File: src/rtl/mem_stage_ctrl.sv
// MEM-stage controller: runs data-memory accesses over a req/ack port,
// stalls upstream until each access completes, and feeds MEMWB_Pipe.
module mem_stage_ctrl #(
   parameter int ARQ     = 16,
   parameter int ADDR_W  = 16,
   parameter int TIMEOUT = 15
) (
   input  logic              clk,
   input  logic              rst,
   input  logic              ex_valid,
   input  logic              mem_read_in,
   input  logic              mem_write_in,
   input  logic              wb_enable_in,
   input  logic              mem_rd_mux_in,
   input  logic              pc_en_in,
   input  logic [ARQ-1:0]    alu_result_in,
   input  logic [ARQ-1:0]    store_data_in,
   output logic              dmem_req,
   output logic              dmem_we,
   output logic [ADDR_W-1:0] dmem_addr,
   output logic [ARQ-1:0]    dmem_wdata,
   input  logic              dmem_ack,
   input  logic [ARQ-1:0]    dmem_rdata,
   output logic              stall,
   output logic              mem_rd_mux_out,
   output logic              wb_enable_out,
   output logic              pc_en_out,
   output logic [ARQ-1:0]    alu_result_out,
   output logic [ARQ-1:0]    mem_result_out,
   output logic              dmem_err
);

   localparam int CNT_W = (TIMEOUT < 2) ? 1 : $clog2(TIMEOUT);
   localparam logic [CNT_W-1:0] CNT_LAST = CNT_W'(TIMEOUT - 1);

   typedef enum logic [1:0] {
      S_IDLE,
      S_REQ,
      S_DONE
   } state_e;

   state_e           state_q, state_d;
   logic [CNT_W-1:0] cnt_q, cnt_d;
   logic [ARQ-1:0]   data_q, data_d;
   logic             aborted_q, aborted_d;
   logic             err_q, err_d;
   logic             mem_op;

   assign mem_op = ex_valid & (mem_read_in | mem_write_in);

   always_comb begin
      state_d   = state_q;
      cnt_d     = cnt_q;
      data_d    = data_q;
      aborted_d = aborted_q;
      err_d     = err_q;
      unique case (state_q)
         S_IDLE: begin
            cnt_d = '0;
            if (mem_op) begin
               state_d   = S_REQ;
               aborted_d = 1'b0;
            end
         end
         S_REQ: begin
            cnt_d = cnt_q + CNT_W'(1);
            if (dmem_ack) begin
               state_d   = S_DONE;
               aborted_d = 1'b0;
               data_d    = mem_write_in ? '0 : dmem_rdata;
            end else if (cnt_q == CNT_LAST) begin
               // Memory never answered: drop the write-back, flag it.
               state_d   = S_DONE;
               aborted_d = 1'b1;
               data_d    = '0;
               err_d     = 1'b1;
            end
         end
         S_DONE: begin
            state_d = S_IDLE;
            cnt_d   = '0;
         end
         default: begin
            state_d = S_IDLE;
            cnt_d   = '0;
         end
      endcase
   end

   always_ff @(posedge clk) begin
      if (rst) begin
         state_q   <= S_IDLE;
         cnt_q     <= '0;
         data_q    <= '0;
         aborted_q <= 1'b0;
         err_q     <= 1'b0;
      end else begin
         state_q   <= state_d;
         cnt_q     <= cnt_d;
         data_q    <= data_d;
         aborted_q <= aborted_d;
         err_q     <= err_d;
      end
   end

   // Reset forces every output low, independent of state and inputs.
   always_comb begin
      dmem_req       = 1'b0;
      dmem_we        = 1'b0;
      dmem_addr      = '0;
      dmem_wdata     = '0;
      stall          = 1'b0;
      mem_rd_mux_out = 1'b0;
      wb_enable_out  = 1'b0;
      pc_en_out      = 1'b0;
      alu_result_out = '0;
      mem_result_out = '0;
      dmem_err       = 1'b0;
      if (!rst) begin
         mem_rd_mux_out = mem_rd_mux_in;
         pc_en_out      = pc_en_in;
         alu_result_out = alu_result_in;
         dmem_err       = err_q;
         unique case (state_q)
            S_IDLE: begin
               stall         = mem_op;
               wb_enable_out = wb_enable_in & ex_valid & ~mem_op;
            end
            S_REQ: begin
               stall      = 1'b1;
               dmem_req   = 1'b1;
               dmem_we    = mem_write_in;
               dmem_addr  = alu_result_in[ADDR_W-1:0];
               dmem_wdata = store_data_in;
            end
            S_DONE: begin
               wb_enable_out  = wb_enable_in & ~aborted_q;
               mem_result_out = data_q;
            end
            default: begin
               stall = 1'b0;
            end
         endcase
      end
   end

endmodule

File: config.mk
export PLATFORM = sky130hd
export DESIGN_NAME = mem_stage_ctrl
export DESIGN_NICKNAME = d
export VERILOG_FILES = /design/src/rtl/mem_stage_ctrl.sv
export SDC_FILE = /design/constraint.sdc
export NUM_CORES = 1
export LEC_CHECK = 0
export ABC_AREA = 0
export CAP_MARGIN = 20
export CORE_MARGIN = 2
export CORE_UTILIZATION = 27
export CTS_CLUSTER_DIAMETER = 120
export CTS_CLUSTER_SIZE = 28
export DETAILED_ROUTE_END_ITERATION = 7
export HOLD_SLACK_MARGIN = 0.08
export PLACE_DENSITY = 0.76
export SYNTH_ARGS = -nofsm -noshare
export SYNTH_HDL_FRONTEND = slang
export SYNTH_SLANG_ARGS = --single-unit
export TNS_END_PERCENT = 30
File: constraint.sdc
create_clock -name clk -period 2.4 [get_ports clk]
set_input_delay 0.72 -clock clk [delete_from_list [all_inputs] [get_ports clk]]
set_output_delay 0.72 -clock clk [all_outputs]
set_load 0.005 [all_outputs]
==> results of run 1 <==
[flip-flops by register name (all words and copies together), names as in the netlist]
signal,flops
data_q,16
cnt_q,4
state_q,2
aborted_q,1
err_q,1
[path summary, 6_finish.rpt]
check | to | slack [ns]
hold reg to reg | err_q$_SDFFE_PP0P_ | 0.47
setup / recovery | dmem_wdata[2] | -0.18
setup reg to reg | data_q[2]$_SDFFE_PP0P_ | 0.70
hold / removal | err_q$_SDFFE_PP0P_ | 0.47
[metal layers]
metal  global-route usage  share of wire
met4               0.0546         0.0067
met1                0.208           0.39
met3               0.0335          0.082
met5                    0              0
met2                0.345           0.52
[layout make-up]
type,instances,area [um^2],share of cell area
inverters,5,26.3,0.00852
repair inverters,5,38.8,0.0126
well taps,67,83.8,0.0272
clock buffers,4,55.1,0.0179
multi-input cells,114,887,0.288
repair buffers,164,1510,0.490
flip-flops and latches,24,480,0.156
[timing repair]
item	in CTS	in global routing
pin swaps	30	8
gates cloned	6	0
gates resized for setup	288	34
buffers inserted	26	1
endpoints found under the setup margin	71	48
[critical path, delay by kind of cell]
family | cells | cell delay (ns)
buf+inv | 5 | 0.49
simple gates | 2 | 0.65
[stage by stage]
step	power [uW]	instances	utilization	area (um^2)
3_5_place_dp	672	346	0.569	2740
2_1_floorplan	500	154	-	1410
4_1_cts	982	382	0.617	2970
3_3_place_gp	669	346	0.569	2740
5_1_grt	1030	383	0.640	3080
6_report	982	383	0.640	3080
[cells by family after synthesis]
| family | Yosys count | share of synthesized area |
|---|---|---|
| simple gates | 84 | 0.384 |
| xor+xnor | 2 | 0.0128 |
| buf+inv | 16 | 0.0640 |
| fa+ha+maj | 2 | 0.0183 |
| compound gates | 26 | 0.170 |
| flops | 24 | 0.351 |
[synth_stat cells]
cell and number:
and2b_1 1, nand2_1 1, nor4b_1 2, a22o_2 16
o2bb2ai_1 1, o211a_1 1, nand3_1 2, dfxtp_1 24
clkbuf_1 6, inv_1 5, ha_1 2, o21ai_0 2
or3b_1 1, nor2_1 7, buf_6 3, buf_2 1
nand2b_1 1, nor3b_1 1, nor3b_4 1, a31oi_1 1
buf_4 1, nor2b_1 18, xnor2_1 1, a221oi_1 1
o32ai_1 1, xor2_1 1, and2_1 49, a211oi_1 2
a21oi_1 1
[power groups by stage]
stage / combinational (uW) / clock (uW) / sequential (uW)
after CTS: 283 / 287 / 412
final: 297 / 273 / 413
after detailed placement: 250 / 0 / 421
after global routing: 317 / 298 / 414
after global placement: 248 / 0 / 421
after floorplan: 79.3 / 0 / 421
==> impl_metrics.json, run 1 <==
{
  "run_status": "finished, violations left",
  "violations": "negative setup slack",
  "setup_viol": 38,
  "num_rows": 25,
  "combPwrFrac": 0.302,
  "syn_area_mm2": 0.00137,
  "ys_types": 29,
  "rr_startpoint": "state_q[1]$_SDFFE_PP0P_",
  "switching_share": 0.237,
  "layout_min_cycle_time_ns": 2.58,
  "htreeDepth": 1,
  "final_cell_mix": "clkdlybuf4s50_1 (52), buf_6 (49), buf_2 (29)",
  "nets": 376,
  "dp_hpwl_um": 3530,
  "avgSynthCellArea_um2": 8.89,
  "vias": 1677,
  "first_global_vias": 1559,
  "die_y_um": 75.2,
  "cp_data_arrival_time_ns": 1.86,
  "ys_seq_area_frac": 0.351,
  "synth_top_area_frac": 0.351,
  "grt_overflow_total": 0,
  "ctsLongestPathBuffers": 2,
  "fin_setup_tns_ns": -3.42,
  "fillCellCount": 390,
  "clkPwrFrac": 0.278,
  "cts_hold_buf": 0,
  "setup_ws_ns": -0.178,
  "cts_buffers": 3,
  "drc": 0,
  "grt_max_degree": 20,
  "rsz0062_at_grt": "yes",
  "leakage_uw": 0.00151,
  "place_ws_ns": -0.834,
  "ios": 128,
  "cp_slowest_cell": "or3b_4",
  "cp_common_cell": "buf_6",
  "max_freq_ghz": 0.388,
  "cts.sinks": 24,
  "synthTopCellsByArea": "dfxtp_1 (35%), and2_1 (22%), a22o_2 (12%)",
  "core_mm2": 0.00482,
  "hold_violations": 0,
  "max_stage_delay_ns": 0.52,
  "die-area_mm2": 0.00566,
  "maxCapViolCount": 0,
  "clkLatencyLatePin_ns": 0.27,
  "hp-class": "flop to flop",
  "startpoint_type": "input port",
  "drt_pre_antenna_iters": 4,
  "area_growth_syn_to_layout_pct": 125,
  "die_x_um": 75.2,
  "holdPathStages": 2,
  "holdWs_ns": 0.471,
  "setup.worst_path.class": "input port to primary output",
  "grt_first_pass_wirelength_um": 7750,
  "tightest_slew_ns": 0.285,
  "slew_headroom": 0.810,
  "synthesis.nets": 213,
  "power_density_mw_per_mm2": 319,
  "yosysWarnings": 0,
  "skew_ns": 0.00595,
  "p_sw_uw": 232,
  "clk_pin_slew_ns": 0.08,
  "clock-root-buffer": "clkbuf_8",
  "cts_tree": "yes",
  "p_int_uw": 750,
  "reg2regPathDepth": 5,
  "min_period_over_period": 1.07,
  "worst-endpoint-required_ns": 1.68,
  "wl_per_cell_um": 14.4,
  "layout_commonest_cell": "clkdlybuf4s50_1",
  "crit_chain": "buf_6 > or3b_4 > inv_4 > buf_6 > buf_6 > and2_4 > buf_6",
  "synthCells": 154,
  "antenna_cells": 0,
  "hold_start": "err_q$_SDFFE_PP0P_",
  "antenna_found_initial": 0,
  "drive_above_1_share": 0.459,
  "ant_nets": 0,
  "routed_wl_um": 5510,
  "end_kind": "primary output",
  "start_util": 0.284,
  "crit_fanout": 7,
  "place_congestion": 0.774,
  "startpoint": "rst",
  "first_iter_violations": 46,
  "avgViaCountPerCell": 4.38,
  "synth_seq_cells": 24,
  "vdd_drop_max_mv": 0.204,
  "grt_usage": 0.183,
  "drv_slew": 0,
  "io_buffers": 127,
  "pwr-share-seq": 0.420,
  "synth_top_area_cell": "dfxtp_1"
}
(Power assumes the default switching activity.)
==> run 2, diff against run 1 <==
- PLACE_DENSITY: 0.76 -> not set
- PLACE_DENSITY_LB_ADDON: not set -> 0.3
- SETUP_SLACK_MARGIN: not set -> 0.3
==> run 2 against run 1 <==
The run still ends with negative setup slack left. Hold slack lost 0.00068 ns. Cell count rose by 0.26%. First-iteration DRC count is 11% lower. Worst setup slack worse by 0.017 ns. Critical path type unchanged. Critical endpoint is now dmem_wdata[0]. Largest power group unchanged. Highest routed layer unchanged.
==> impl_metrics.json, run 2 (synthesis gave the netlist of run 1 again) <==
{
  "run_status": "finished, violations left",
  "htreeDepth": 1,
  "skew_ns": 0.00476,
  "cts_tree": "yes",
  "place_congestion": 0.772,
  "reg2reg_setup_slack_ns": 0.55,
  "hp-class": "flop to flop",
  "power_density_mw_per_mm2": 342,
  "nets": 377,
  "area_growth_syn_to_layout_pct": 134,
  "end_kind": "primary output",
  "core_mm2": 0.00482,
  "vdd_drop_max_mv": 0.522,
  "ios": 128,
  "ctsLongestPathBuffers": 2,
  "worst-endpoint-required_ns": 1.68,
  "holdWs_ns": 0.471,
  "start_util": 0.284,
  "min_period_over_period": 1.08,
  "setup.worst_path.class": "input port to primary output",
  "reg_top3": "data_q x16, cnt_q x4, state_q x2",
  "fillCellCount": 356,
  "maxCapViolCount": 0,
  "drc": 0,
  "dp_hpwl_um": 3620,
  "wl_per_cell_um": 17.0,
  "violations": "negative setup slack",
  "die_y_um": 75.2,
  "placed_cells": 346,
  "antenna_found_initial": 0,
  "startpoint": "rst",
  "die-area_mm2": 0.00566,
  "hold-path-endpoint": "cnt_q[0]$_SDFF_PN0_",
  "rsz0062_at_grt": "yes",
  "max_freq_ghz": 0.385,
  "setup_viol": 35,
  "num_rows": 25,
  "cts_hold_buf": 0,
  "avgViaCountPerCell": 4.56,
  "final_cells": 384,
  "rr_startpoint": "state_q[1]$_SDFFE_PP0P_",
  "leakage_uw": 0.00159,
  "largest_reg_flops": 16,
  "layout_commonest_cell": "buf_6",
  "setup_ws_ns": -0.195,
  "placed_area_mm2": 0.00274,
  "holdPathStages": 1,
  "drt_pre_antenna_iters": 4,
  "cts_buffers": 3,
  "r2r_end": "data_q[8]$_SDFFE_PP0P_",
  "die_x_um": 75.2,
  "place_ws_ns": -0.822,
  "cts.sinks": 24,
  "first_iter_violations": 41,
  "io_buffers": 127,
  "cp_data_arrival_time_ns": 1.88,
  "clk_pin_slew_ns": 0.09,
  "clkLatencyLatePin_ns": 0.27,
  "clock-root-buffer": "clkbuf_8",
  "crit_fanout": 6,
  "layout_min_cycle_time_ns": 2.60,
  "tightest_slew_ns": 0.281,
  "startpoint_type": "input port",
  "grt_max_degree": 17,
  "ant_nets": 0,
  "antenna_cells": 0,
  "grt_usage": 0.194,
  "grt_overflow_total": 0,
  "top_register": "data_q",
  "reg2regPathDepth": 6,
  "drv_slew": 0,
  "first_global_vias": 1622,
  "final_cell_mix": "buf_6 (51), buf_2 (43), clkdlybuf4s50_1 (40)",
  "routed_wl_um": 6510,
  "drive_above_1_share": 0.571,
  "slew_headroom": 0.813,
  "grt_first_pass_wirelength_um": 8220,
  "hold_violations": 0,
  "hold_start": "cnt_q[0]$_SDFF_PN0_",
  "vias": 1750,
  "final_cell_area_mm2": 0.00320
}
## run 2: how the worst max path moves through the flow
stage	endpoint	slack (ns)	cells after the start
CTS	dmem_wdata[0]	-0.16	7
global placement	dmem_wdata[0]	-0.81	5
global route	dmem_wdata[0]	-0.21	7
detailed placement	dmem_wdata[12]	-0.82	5
floorplan	dmem_addr[1]	-0.004	6
finish	dmem_wdata[0]	-0.20	7
## run 2: worst max-delay path, stage by stage
cell	delay, ns
buf_6	0.10
or3b_4	0.52
buf_12	0.18
clkinv_8	0.04
buf_6	0.09
and2_4	0.13
buf_6	0.09
## run 2: timing repair
action	4_1_cts	5_1_grt
setup buffers	26	2
resized for setup	360	63
gates cloned	6	0
pin swaps	38	7
endpoints found under the setup margin	72	71
## run 2: cell type report
class / instances / area (um^2) / share of cell area
clock buffers: 3 / 41.3 / 0.0129
flip-flops and latches: 24 / 480 / 0.150
repair buffers: 165 / 1510 / 0.472
multi-input cells: 114 / 983 / 0.307
repair inverters: 5 / 46.3 / 0.0145
inverters: 5 / 26.3 / 0.00820
well taps: 67 / 83.8 / 0.0262
clock inverters: 1 / 30.0 / 0.00938
## run 2: per-stage QoR
step	TNS, ns	total power, uW	utilization
2_1_floorplan	-0.0659	500	-
3_3_place_gp	-46.13	671	0.569
3_5_place_dp	-46.56	673	0.569
4_1_cts	-3.11	1060	0.614
5_1_grt	-5.62	1140	0.665
6_report	-4.80	1100	0.665
## run 2: per-layer routing
layer  track usage  vias up  share of wire
met2         0.367       97           0.50
met5             0        -              0
met1         0.207      799           0.37
li1              -      836              -
met3        0.0562       18          0.096
met4        0.0546        0          0.031
## run 2: power breakdown
group	leakage, uW	total, uW	switching (uW)	internal [uW]
Clock	0.0000357	354	131	223
Sequential	0.000194	413	5.45	407
Combinational	0.00136	330	123	207
Total	0.00159	1100	259	837
